<file path="src/rtl/instr_fetch_unit.sv">
// instr_fetch_unit: PC owner, single-outstanding fetch, FETCH_DEPTH queue.
// Define IFU_STATS_EN to add the fetch_cnt / flush_cnt counter ports.
module instr_fetch_unit #(
    parameter int            AW          = 32,
    parameter int            IM_AW       = 12,
    parameter int            FETCH_DEPTH = 4,
    parameter logic [AW-1:0] RESET_PC    = '0
) (
    input  logic             CLK,
    input  logic             RESET,
    output logic             im_req,
    output logic [IM_AW-1:0] im_addr,
    input  logic             im_rvalid,
    input  logic [31:0]      im_rdata,
    output logic             ir_valid,
    input  logic             ir_ready,
    output logic [31:0]      IR_out,
    output logic [AW-1:0]    PC_out,
    output logic [31:0]      SE_16,
    input  logic             pc_ld,
    input  logic [1:0]       pc_sel,
`ifdef IFU_STATS_EN
    input  logic [AW-1:0]    PC_in,
    output logic [31:0]      fetch_cnt,
    output logic [31:0]      flush_cnt
`else
    input  logic [AW-1:0]    PC_in
`endif
);

    localparam int PW = $clog2(FETCH_DEPTH);
    localparam int CW = PW + 1;
    localparam logic [CW-1:0] DEPTH = CW'(FETCH_DEPTH);

    typedef enum logic [1:0] { IDLE, WAIT, DROP } state_t;

    state_t        state;
    logic          run_en;
    logic [AW-1:0] pc;
    logic [AW-1:0] req_pc;
    logic [PW-1:0] wptr;
    logic [PW-1:0] rptr;
    logic [PW-1:0] rptr_nxt;
    logic [CW-1:0] count;
    logic [CW-1:0] count_nxt;
    logic [31:0]   ir_mem [FETCH_DEPTH];
    logic [AW-1:0] pc_mem [FETCH_DEPTH];

    logic          push;
    logic          pop;
    logic          flush;
    logic          space;
    logic [AW-1:0] pc4;
    logic [AW-1:0] se_aw;
    logic [AW-1:0] target;
    logic          unused_pc_in;

    assign im_addr      = pc[IM_AW-1:0];
    assign SE_16        = {{16{IR_out[15]}}, IR_out[15:0]};
    assign unused_pc_in = ^PC_in[1:0];

    // Redirect targets, queue strobes and request issue
    always_comb begin
        pc4    = PC_out + AW'(4);
        se_aw  = {{(AW-16){IR_out[15]}}, IR_out[15:0]};
        target = '0;
        unique case (1'b1)
            pc_sel == 2'h2: target = {PC_in[AW-1:2], 2'b00};
            pc_sel == 2'h1: target = ((pc4 >> 28) << 28)
                                   | AW'({IR_out[25:0], 2'b00});
            default:        target = pc4 + (se_aw << 2);
        endcase
        flush = pc_ld && (pc_sel == 2'h2 || ir_valid);
        push  = (state == WAIT) && im_rvalid && !flush;
        pop   = ir_valid && ir_ready && !flush;
        space = 1'b0;
        if (state == IDLE)
            space = count < DEPTH;
        else if (state == WAIT)
            space = im_rvalid && (count + CW'(1) < DEPTH);
        im_req    = run_en && !flush && space;
        rptr_nxt  = pop ? rptr + PW'(1) : rptr;
        count_nxt = count;
        unique case ({push, pop})
            2'b10:   count_nxt = count + CW'(1);
            2'b01:   count_nxt = count - CW'(1);
            default: count_nxt = count;
        endcase
    end

    // Fetch FSM and program counter
    always_ff @(posedge CLK or posedge RESET) begin
        if (RESET) begin
            state  <= IDLE;
            pc     <= RESET_PC;
            req_pc <= RESET_PC;
            run_en <= 1'b0;
        end else begin
            run_en <= 1'b1;
            if (im_req) begin
                pc     <= pc + AW'(4);
                req_pc <= pc;
            end
            if (flush) begin
                pc    <= target;
                state <= (state != IDLE && !im_rvalid) ? DROP : IDLE;
            end else begin
                unique case (state)
                    IDLE:    if (im_req) state <= WAIT;
                    WAIT:    if (im_rvalid) state <= im_req ? WAIT : IDLE;
                    DROP:    if (im_rvalid) state <= IDLE;
                    default: state <= IDLE;
                endcase
            end
        end
    end

    // Queue pointers and registered head (holds its value while empty)
    always_ff @(posedge CLK or posedge RESET) begin
        if (RESET) begin
            wptr     <= '0;
            rptr     <= '0;
            count    <= '0;
            ir_valid <= 1'b0;
            IR_out   <= '0;
            PC_out   <= '0;
        end else if (flush) begin
            wptr     <= '0;
            rptr     <= '0;
            count    <= '0;
            ir_valid <= 1'b0;
        end else begin
            if (push)
                wptr <= wptr + PW'(1);
            rptr     <= rptr_nxt;
            count    <= count_nxt;
            ir_valid <= count_nxt != '0;
            if (push && count == CW'(pop)) begin
                IR_out <= im_rdata;
                PC_out <= req_pc;
            end else if (count_nxt != '0) begin
                IR_out <= ir_mem[rptr_nxt];
                PC_out <= pc_mem[rptr_nxt];
            end
        end
    end

    // Queue storage, written on push
    always_ff @(posedge CLK) begin
        if (push) begin
            ir_mem[wptr] <= im_rdata;
            pc_mem[wptr] <= req_pc;
        end
    end

`ifdef IFU_STATS_EN
    // Pushed-word and accepted-redirect counters
    always_ff @(posedge CLK or posedge RESET) begin
        if (RESET) begin
            fetch_cnt <= '0;
            flush_cnt <= '0;
        end else begin
            if (push)
                fetch_cnt <= fetch_cnt + 32'd1;
            if (flush)
                flush_cnt <= flush_cnt + 32'd1;
        end
    end
`endif

endmodule
</file>
<file path="config.mk">
export PLATFORM = sky130hd
export DESIGN_NAME = instr_fetch_unit
export DESIGN_NICKNAME = d
export VERILOG_FILES = /design/src/rtl/instr_fetch_unit.sv
export SDC_FILE = /design/constraint.sdc
export NUM_CORES = 1
export LEC_CHECK = 0
export BUFFER_PORTS_ARGS = -buffer_cell sky130_fd_sc_hd__buf_2
export CAP_MARGIN = 20
export CORE_UTILIZATION = 50
export DETAILED_ROUTE_END_ITERATION = 6
export MAX_ROUTING_LAYER = met4
export PLACE_DENSITY = 0.69
export SLEW_MARGIN = 20
export SYNTH_ARGS = -nofsm -noshare
export SYNTH_HDL_FRONTEND = slang
export SYNTH_SLANG_ARGS = --single-unit
</file>
<file path="constraint.sdc">
create_clock -name CLK -period 5.24 [get_ports CLK]
set_clock_uncertainty 0.15 [all_clocks]
set_input_delay 1.048 -clock CLK [delete_from_list [all_inputs] [get_ports CLK]]
set_output_delay 1.048 -clock CLK [all_outputs]
set_load 0.01 [all_outputs]
</file>
Word level (Yosys, flattened, before mapping):

Memory sizes are Yosys's and may differ from the RTL's.
Cells that the tools add are included.

* flip-flop bits (word level): 139
* bits in writable memories: 256
* input bits: 71
* output and inout port bits: 110
* logic and storage cells: 79
* memories kept: 2

Memories
* ir_mem: words 4, bits a word 32, rd ports 1, clocked after Yosys merged registers in 0, write ports 1, line 46 `logic [31:0] ir_mem [FETCH_DEPTH];`
* pc_mem: words 4, bits a word 32, rd ports 1, clocked after Yosys merged registers in 0, write ports 1, line 47 `logic [AW-1:0] pc_mem [FETCH_DEPTH];`

* $add $sub $neg: 7
* $lt $le $gt $ge: 2
* equality and inequality tests: 10
* mux-type cells: 25
* bitwise operators: 2
* reductions and logical operators: 21

Operators by type and width (count)
* $mux W32: 6
* $add A32 B3 Y32 const B: 2
* $pmux W32 S2: 1
* $add A32 B32 Y32: 1
* $or A32 B28 Y32: 1
* $mux W2: 9
* $logic_and A1 B1 Y1: 10
* $ne A3 B3 Y1 const B: 3
* $reduce_bool A2 Y1: 4
* $eq A2 B1 Y1 const B: 3
* $eq A2 B2 Y1 const B: 3
* $lt A3 B3 Y1 const B: 2
* $mux W1: 6
* $pmux W2 S3: 1
* $pmux W3 S2: 1
* $add A2 B1 Y2 const B: 2
* $add A3 B1 Y3 const B: 1
* $eq A3 B1 Y1: 1
* $mux W3: 1
* $reduce_and A3 Y1: 1
* $reduce_bool A3 Y1: 1
* $sub A3 B1 Y3 const B: 1
* $logic_not A1 Y1: 2
* $logic_not A2 Y1: 1
* other kinds (3): 3

Longest topological paths before layout:

Gate-level depths: netlist of the first run.

* word-level depth: 10
* mapped depth: 17
* gate-level depth less buffers: 15

Worst setup path after synthesis of the first run:

OpenSTA, ideal clock, no wires.

* kind: input -> register
* from: input pc_sel[0]
* to: memory ir_mem[0][0], enable pin
* setup time: 0.429 ns
* arrival: 3.340 ns
* required time: 4.661 ns
* setup slack: 1.322 ns
* stages on the path: 6
* path buffers: 1
* cell sequence: inv_1 -> ha_1 -> buf_6 -> o21a_1 -> nor2_1 -> and2_1

* longest elaborated chain between the ends: 7

Ends and longest elaborated chain
* from (decl): line 21 `input logic [1:0] pc_sel,`
* $eq A2 B2 Y1: line 73 `flush = pc_ld && (pc_sel == 2'h2 || ir_valid);`
* $logic_or A1 B1 Y1: line 73
* $logic_and A1 B1 Y1: line 73
* $logic_not A1 Y1: line 74 `push = (state == WAIT) && im_rvalid && !flush;`
* $logic_and A1 B1 Y1: line 74
* $mux W1: line 150 `if (push) begin`
* $mux W1 (not written as such): line 151 `ir_mem[wptr] <= im_rdata;`
* to (decl): line 46

No other way between the ends.

Worst setup path after layout of the first run:

* from: register PC_out[4]
* to: register pc[31]

* longest elaborated chain between the ends: 4
* elaborated cells on any way between the ends: 5
* those cells by class: add/sub (2); mux (2); bitwise (1)

Ends and longest elaborated chain
* from (decl): line 18 `output logic [AW-1:0] PC_out,`
* from (signal assigned): line 140 `PC_out <= req_pc;`
* from (signal assigned): line 143 `PC_out <= pc_mem[rptr_nxt];`
* $add A32 B3 Y32 *: line 64 `pc4 = PC_out + AW'(4);`
* $add A32 B32 Y32 or $or A32 B28 Y32 (tied branches): line 71, 70
* $pmux W32 S2 *: line 67 `unique case (1'b1)`
* $mux W32 *: line 104 `if (flush) begin`
* to (signal assigned): line 101 `pc <= pc + AW'(4);`
* to (signal assigned): line 105 `pc <= target;`
* to (decl): line 39 `logic [AW-1:0] pc;`

Every way passes the cells marked *; elsewhere a longest branch is shown, timed or not.
A chain may end at the register's enable or synchronous reset.

==> impl_results.md, run 1 <==
* Count leader, synth: edfxtp_1
* Critical path type: register to register
* Slowest CP cell: dfrtp_1
* Filler cells at 2951
* Routed vias/inst at 5.88
* Setup bufs post-CTS at 0
* Largest net degree at the start of global routing at 88
* Reg-to-Reg Start: PC_out[4]$_DFFE_PP0P_
* Seq/Total Area, Yosys at 59.2%
* Leakage power at 8.25 nW
* Die W at 196 um
* Peak supply drop at 0.487 mV
* FFs w/ async S/R, synth at 35.2%
* Cell area after synthesis at 18900 um^2
* Post-synth EDFFs at 256
* Ys flop type: edfxtp_1
* DP Area at 20000 um^2
* CTS Root Cell: clkbuf_16
* Area of the multi-input gates at 7000 um^2
* Final hold vios at 0
* Status: complete, no violations
* Final WS setup at 1.10 ns
* Max-Cap Viols at 0
* Initial DRC Count at 1111
* Vias at 12.2k
* CTS max path bufs at 3
* Total power at 14.0 mW
* Slew HR at 27.2%
* Drt pass-1 iters at 4
* Total global routing overflow at 0
* Final period utilization at 79.1%
* Worst slew pin tran at 1.09 ns
* Top cells by area, synth: edfxtp_1 41%, dfrtp_1 18%, mux4_2 7.6%
* Max Clk Rate at 0.241 GHz
* DR WL/cell at 23.2 um
* Fraction of layout cells with a size suffix above 1 at 24.3%
* Slowest stage delay, CP at 0.55 ns
* Post-layout min period at 4.14 ns
* Pwr Density at 654 nW/um^2
* Detailed Place HPWL at 31600 um
* Place WS at 0.845 ns
* Worst path arrival time at 4.47 ns
* Crit path buffers/inverters at 0
* Family with the most delay on the worst path: simple AND/OR/NAND/NOR gates
* Top cells by count, synth: 256 x edfxtp_1, 139 x dfrtp_1, 123 x a21oi_1
* Synth unique cells at 74
* Syn_nets at 1528
* Number of global-route vias before repair at 12.3k
* CP Launch Type: register
* Num rows at 70
* Final Setup Violations at 0
* Utilization after layout at 58.1%
* Die height at 196 um
* Die ar. at 38500 um^2
* CTS Sinks at 395
* Worst Reg-to-Reg Cells at 14
* Worst skew pair latency at 0.57 ns
* First-pass GRT wire length at 74100 um
* CTS Buf Count at 41
* Worst hold path depth at 2
* Hold Path Sink: req_pc[1]$_DFFE_PP0P_
* Core box area at 36900 um^2
* GRT Util Overall at 26.6%
* Fin nets at 1656
* Synth Warn # at 0
* CP endpoint kind: register
* Hold_buf cts at 0
* # port buffers at 178
* Post-Synthesis Cells at 1410
* Worst hold path class: register to register
* Seq. cell area at 11200 um^2
* Hold path start: pc[1]$_DFFE_PP0P_
* Data required, critical path at 5.57 ns
* Initial antenna violation count at 5
* P&R area growth vs syn at 13.5%
* Post-route setup TNS at 0 ns
* Pins over their slew limit at 0
* RSZ-0062 raised after global routing: false
* Remaining antenna violation count at 0
* Crit path cell chain: nand3_1 -> nor4_4 -> and2_1 -> nand2_1 -> xnor2_1 -> ha_1 -> o2111ai_1 -> nor3_1 -> o21ai_0 -> a21oi_1 -> o31ai_1 -> and2b_2 -> or2b_2 -> a31oi_1
* TritonCTS clock tree: yes
* DRT Wirelength at 48300 um
* Design Area, Final at 21400 um^2
* Drt drc at 0
* Crit-path max FO at 8
* CTS resizes at 0
* Synth top area share at 40.7%
* R2r endpoint: pc[31]$_DFFE_PP0P_
* CTS H-tree lvls at 2
* GP Congestion at 0.887
* CTS clk-pin slew, worst paths at 0.06 ns
* Initial Utilization at 51.2%
* #FFs+latches synth at 395
* Leading area contributor after synthesis: edfxtp_1
* Syn avg cell area at 13.4 um^2
* # IOs at 181
* R2R Setup Slk at 1.10 ns
==> registers in the layout, summed over array words and instances, names as in the netlist <==
register  cells
ir_mem      128
pc_mem      128
IR_out       32
PC_out       32
pc           32
req_pc       32
count         3
rptr          2
state         2
wptr          2
ir_valid      1
run_en        1
==> cell type report <==
cell class	instances	area share (%)
Sequential cell	395	52.1
Multi-Input combinational cell	871	32.7
Clock buffer	57	5.50
Timing Repair Buffer	200	5.11
Tap cell	504	2.94
Clock inverter	18	1.00
Inverter	29	0.532
Antenna cell	7	0.0818
==> per-stage QoR <==
step / instances / hold WS, ns
2_1_floorplan: 1410 / 0.309
3_3_place_gp: 1998 / 0.357
3_5_place_dp: 1998 / 0.361
4_1_cts: 2073 / 0.374
5_1_grt: 2079 / 0.403
6_report: 2081 / 0.378
==> power breakdown <==
| group | internal (mW) | switching, mW | leakage [nW] |
|---|---|---|---|
| logic | 2.63 | 3.22 | 3.61 |
| registers | 4.17 | 0.983 | 3.97 |
| clock network | 1.78 | 1.22 | 0.674 |
==> worst max-delay path by stage <==
stage	startpoint	to	depth (start not counted)
finish	PC_out[4]$_DFFE_PP0P_	pc[31]$_DFFE_PP0P_	14
global route	PC_out[7]$_DFFE_PP0P_	pc[31]$_DFFE_PP0P_	14
global placement	pc_sel[0]	IR_out[26]$_DFFE_PP0P_	13
detailed placement	pc_sel[0]	IR_out[2]$_DFFE_PP0P_	13
floorplan	RESET	IR_out[0]$_DFFE_PP0P_	1
CTS	PC_out[2]$_DFFE_PP0P_	pc[27]$_DFFE_PP0P_	14
==> tightest hold or removal path: stages, from the launching register on <==
cell and delay, ns:
dfrtp_1 0.38, nand2_1 0.06, nand2_1 0.05
==> layer usage <==
layer  vias to the layer above  wire, um  GRT usage (%)
met5                         -         0              -
met4                         0      1450           9.81
met3                        82      3220           4.28
met2                       416     23200           41.4
met1                      6178     20400           35.4
li1                       5569         -              -
==> kinds of logic after synthesis <==
family / count (synthesis) / share of synthesized area [%]
DFF: 395 / 59.2
xor gates and xnor gates: 77 / 3.65
adders and majority gates: 47 / 3.16
buffers and inverters: 144 / 4.04
AOI/OAI and AO/OA: 264 / 8.54
other: 1 / 0.0199
and+or+nand+nor: 319 / 8.35
muxes: 163 / 13.1
==> cell usage in the layout (no fill, tap or decap), drive strengths merged, types with 26 or more instances in the layout <==
| cell type | count |
|---|---|
| dfrtp | 139 |
| nand3 | 32 |
| a21oi | 123 |
| inv | 32 |
| buf | 200 |
| edfxtp | 256 |
| mux2 | 27 |
| o21ai | 45 |
| mux4 | 64 |
| ha | 46 |
| nor2 | 108 |
| xor2 | 26 |
| nand2 | 80 |
| mux2i | 72 |
| clkbuf | 57 |
| nand4 | 26 |
| xnor2 | 50 |
(Power assumes the default switching activity.)
==> inputs of run 2 (changes only) <==
--- a/config.mk
+++ b/config.mk
@@ -10,7 +10,7 @@
 export CORE_UTILIZATION = 50
 export DETAILED_ROUTE_END_ITERATION = 6
 export MAX_ROUTING_LAYER = met4
-export PLACE_DENSITY = 0.69
+export PLACE_DENSITY = 0.72
 export SLEW_MARGIN = 20
 export SYNTH_ARGS = -nofsm -noshare
 export SYNTH_HDL_FRONTEND = slang
==> constraint.sdc (replaced) <==
create_clock -name CLK -period 3.6 [get_ports CLK]
set_clock_uncertainty 0.15 [all_clocks]
set_input_delay 0.72 -clock CLK [delete_from_list [all_inputs] [get_ports CLK]]
set_output_delay 0.72 -clock CLK [all_outputs]
set_load 0.01 [all_outputs]
==> run 2 against run 1 <==
Against the previous run: the run now ends with setup timing left; non-clock buffer count increased by 144; sequential power increased by 41%; setup slack got worse by 1.1 ns; clock power increased by 42%; via count increased by 5.5%; register-to-register slack got worse by 1.1 ns; maximum frequency increased by 14%; critical path type unchanged; critical endpoint is now pc[27]$_DFFE_PP0P_; largest cell class unchanged.
==> impl_results.md, run 2 (same netlist as run 1, synthesis figures left out) <==
* Status: finished with violations
* Failing checks: setup timing
* Max-Cap Viols at 0 (unchanged)
* Worst path arrival time at 3.99 ns (-0.48 ns)
* First-pass GRT wire length at 75700 um (+2.1%)
* Max Clk Rate at 0.276 GHz (+14%)
* Vias at 12.9k (+5.5%)
* Post-layout min period at 3.62 ns (-0.522 ns)
* R2R Setup Slk at -0.02 ns (-1.12 ns)
* Drt pass-1 iters at 5 (+1)
* Die height at 196 um (unchanged)
* P&R area growth vs syn at 22.2%
* CTS Sinks at 395 (unchanged)
* RSZ-0062 raised after global routing: true
* Crit-path max FO at 4 (-4)
* Slew HR at 51.2% (+24 points)
* Number of global-route vias before repair at 12.7k (+3.2%)
* # IOs at 181 (unchanged)
* Core box area at 36900 um^2 (unchanged)
* Biggest regs: ir_mem x128, pc_mem x128
* Remaining antenna violation count at 0 (unchanged)
* Fraction of layout cells with a size suffix above 1 at 34.9% (+11 points)
* GRT Util Overall at 27.3% (+0.73 points)
* Worst skew pair latency at 0.58 ns (about the same)
* DR WL/cell at 22.7 um (-2.1%)
* Most frequent cells in the layout: 256 x edfxtp_1, 178 x buf_2, 144 x buf_4
* Drt drc at 0 (unchanged)
* Initial DRC Count at 875 (-21%)
* Routed vias/inst at 5.81 (-1.2%)
* Num rows at 70 (unchanged)
* Initial antenna violation count at 2 (-3)
* CTS H-tree lvls at 2 (unchanged)
* # port buffers at 178 (unchanged)
* Post-placement cell count at 2122 (+6.2%)
* DRT Wirelength at 50500 um (+4.5%)
* Data required, critical path at 3.97 ns (-1.60 ns)
* Utilization after layout at 62.5% (+4.4 points)
* Place WS at -0.269 ns (-1.11 ns)
* CP Launch Type: register
* Final WS setup at -0.0207 ns (-1.12 ns)
* Largest net degree at the start of global routing at 129 (+47%)
* Pwr Density at 986 nW/um^2 (+51%)
* CTS Root Cell: clkbuf_16
* CTS Buf Count at 42 (+2.4%)
* TritonCTS clock tree: yes
* CTS clk-pin slew, worst paths at 0.06 ns (about the same)
* Final non-filler cell total at 2223 (+6.8%)
* Fin nets at 1801 (+8.8%)
* Die W at 196 um (unchanged)
* Peak supply drop at 0.530 mV (+8.7%)
* CTS max path bufs at 3 (unchanged)
* Hold_buf cts at 0 (unchanged)
* Final hold vios at 0 (unchanged)
* Detailed Place HPWL at 34300 um (+8.6%)
* Worst hold path class: input pin to asynchronous set/reset pin
* Pins over their slew limit at 0 (unchanged)
* Leakage power at 9.11 nW (+10%)
* Worst slew pin tran at 0.732 ns (-0.360 ns)
* Initial Utilization at 51.2% (unchanged)
* Die ar. at 38500 um^2 (unchanged)
* CP endpoint kind: register
* Critical path type: register to register
* GP Congestion at 0.972 (+9.6%)
* Final Setup Violations at 1 (+1)
* Total global routing overflow at 0 (unchanged)
* Most common cell after layout, fill and taps aside: edfxtp_1
* Final period utilization at 101% (+22 points)
run 2: per-stage QoR:
step	area, um^2	power, mW	TNS [ns]	hold WS, ns
final	23100	22.7	-0.0207	0.107
after global routing	23100	24.0	-0.753	0.144
after CTS	22600	21.9	-0.0738	0.112
after detailed placement	21000	17.4	-0.782	0.328
after global placement	21000	17.2	-0.505	0.334
after floorplan	18900	13.6	0	0.309
run 2: timing repair:
item,CTS,global route
setup buffers,12,15
pin swaps,16,60
setup endpoints to repair,6,15
hold endpoints to repair,0,0
resized for setup,19,87
run 2: layer usage:
metal | vias up | share of wire (%) | GRT usage, %
li1 | 5855 | - | -
met1 | 6516 | 43 | 36.8
met2 | 459 | 47 | 41.5
met3 | 90 | 6.7 | 5.05
met4 | 0 | 3.2 | 10.4
met5 | - | 0 | -
run 2: layout make-up:
type | instances | area [um^2]
fill | 2866 | 13800
sequential | 395 | 11200
multi-input combinational | 871 | 7440
timing repair buffer | 344 | 2320
clock buffer | 56 | 1130
tap | 504 | 631
clock inverter | 22 | 230
inverter | 29 | 113
antenna | 2 | 5.00
run 2: path summary, 6_finish.rpt:
check / from / endpoint / cells after the start
max in group asynchronous: RESET / count[0]$_DFF_PP0_ / 3
hold reg to reg: pc[31]$_DFFE_PP0P_ / req_pc[31]$_DFFE_PP0P_ / 2
hold / removal: RESET / PC_out[14]$_DFFE_PP0P_ / 2
setup reg to reg: PC_out[8]$_DFFE_PP0P_ / pc[27]$_DFFE_PP0P_ / 15
setup / recovery: PC_out[8]$_DFFE_PP0P_ / pc[27]$_DFFE_PP0P_ / 15
min in group CLK: im_rvalid / state[1]$_DFFE_PP0P_ / 2
run 2: where the power goes:
| group | internal, mW | switching (mW) | leakage (nW) | total, mW |
|---|---|---|---|---|
| Combinational | 5.41 | 5.79 | 4.49 | 11.2 |
| Sequential | 6.08 | 1.19 | 3.96 | 7.27 |
| Clock | 2.41 | 1.85 | 0.659 | 4.26 |
| Total | 13.9 | 8.84 | 9.11 | 22.7 |
run 2: worst max-delay path, stage by stage (launching register included):
cell	delay (ns)
dfrtp_1	0.39
nand2_1	0.11
nor3_2	0.23
nand4_1	0.19
inv_2	0.15
nand3_2	0.10
xnor2_2	0.15
ha_1	0.31
a21o_1	0.20
a21o_1	0.22
a221oi_4	0.34
o22ai_2	0.12
o31ai_4	0.29
and2b_2	0.25
mux2i_1	0.20
o211a_1	0.16
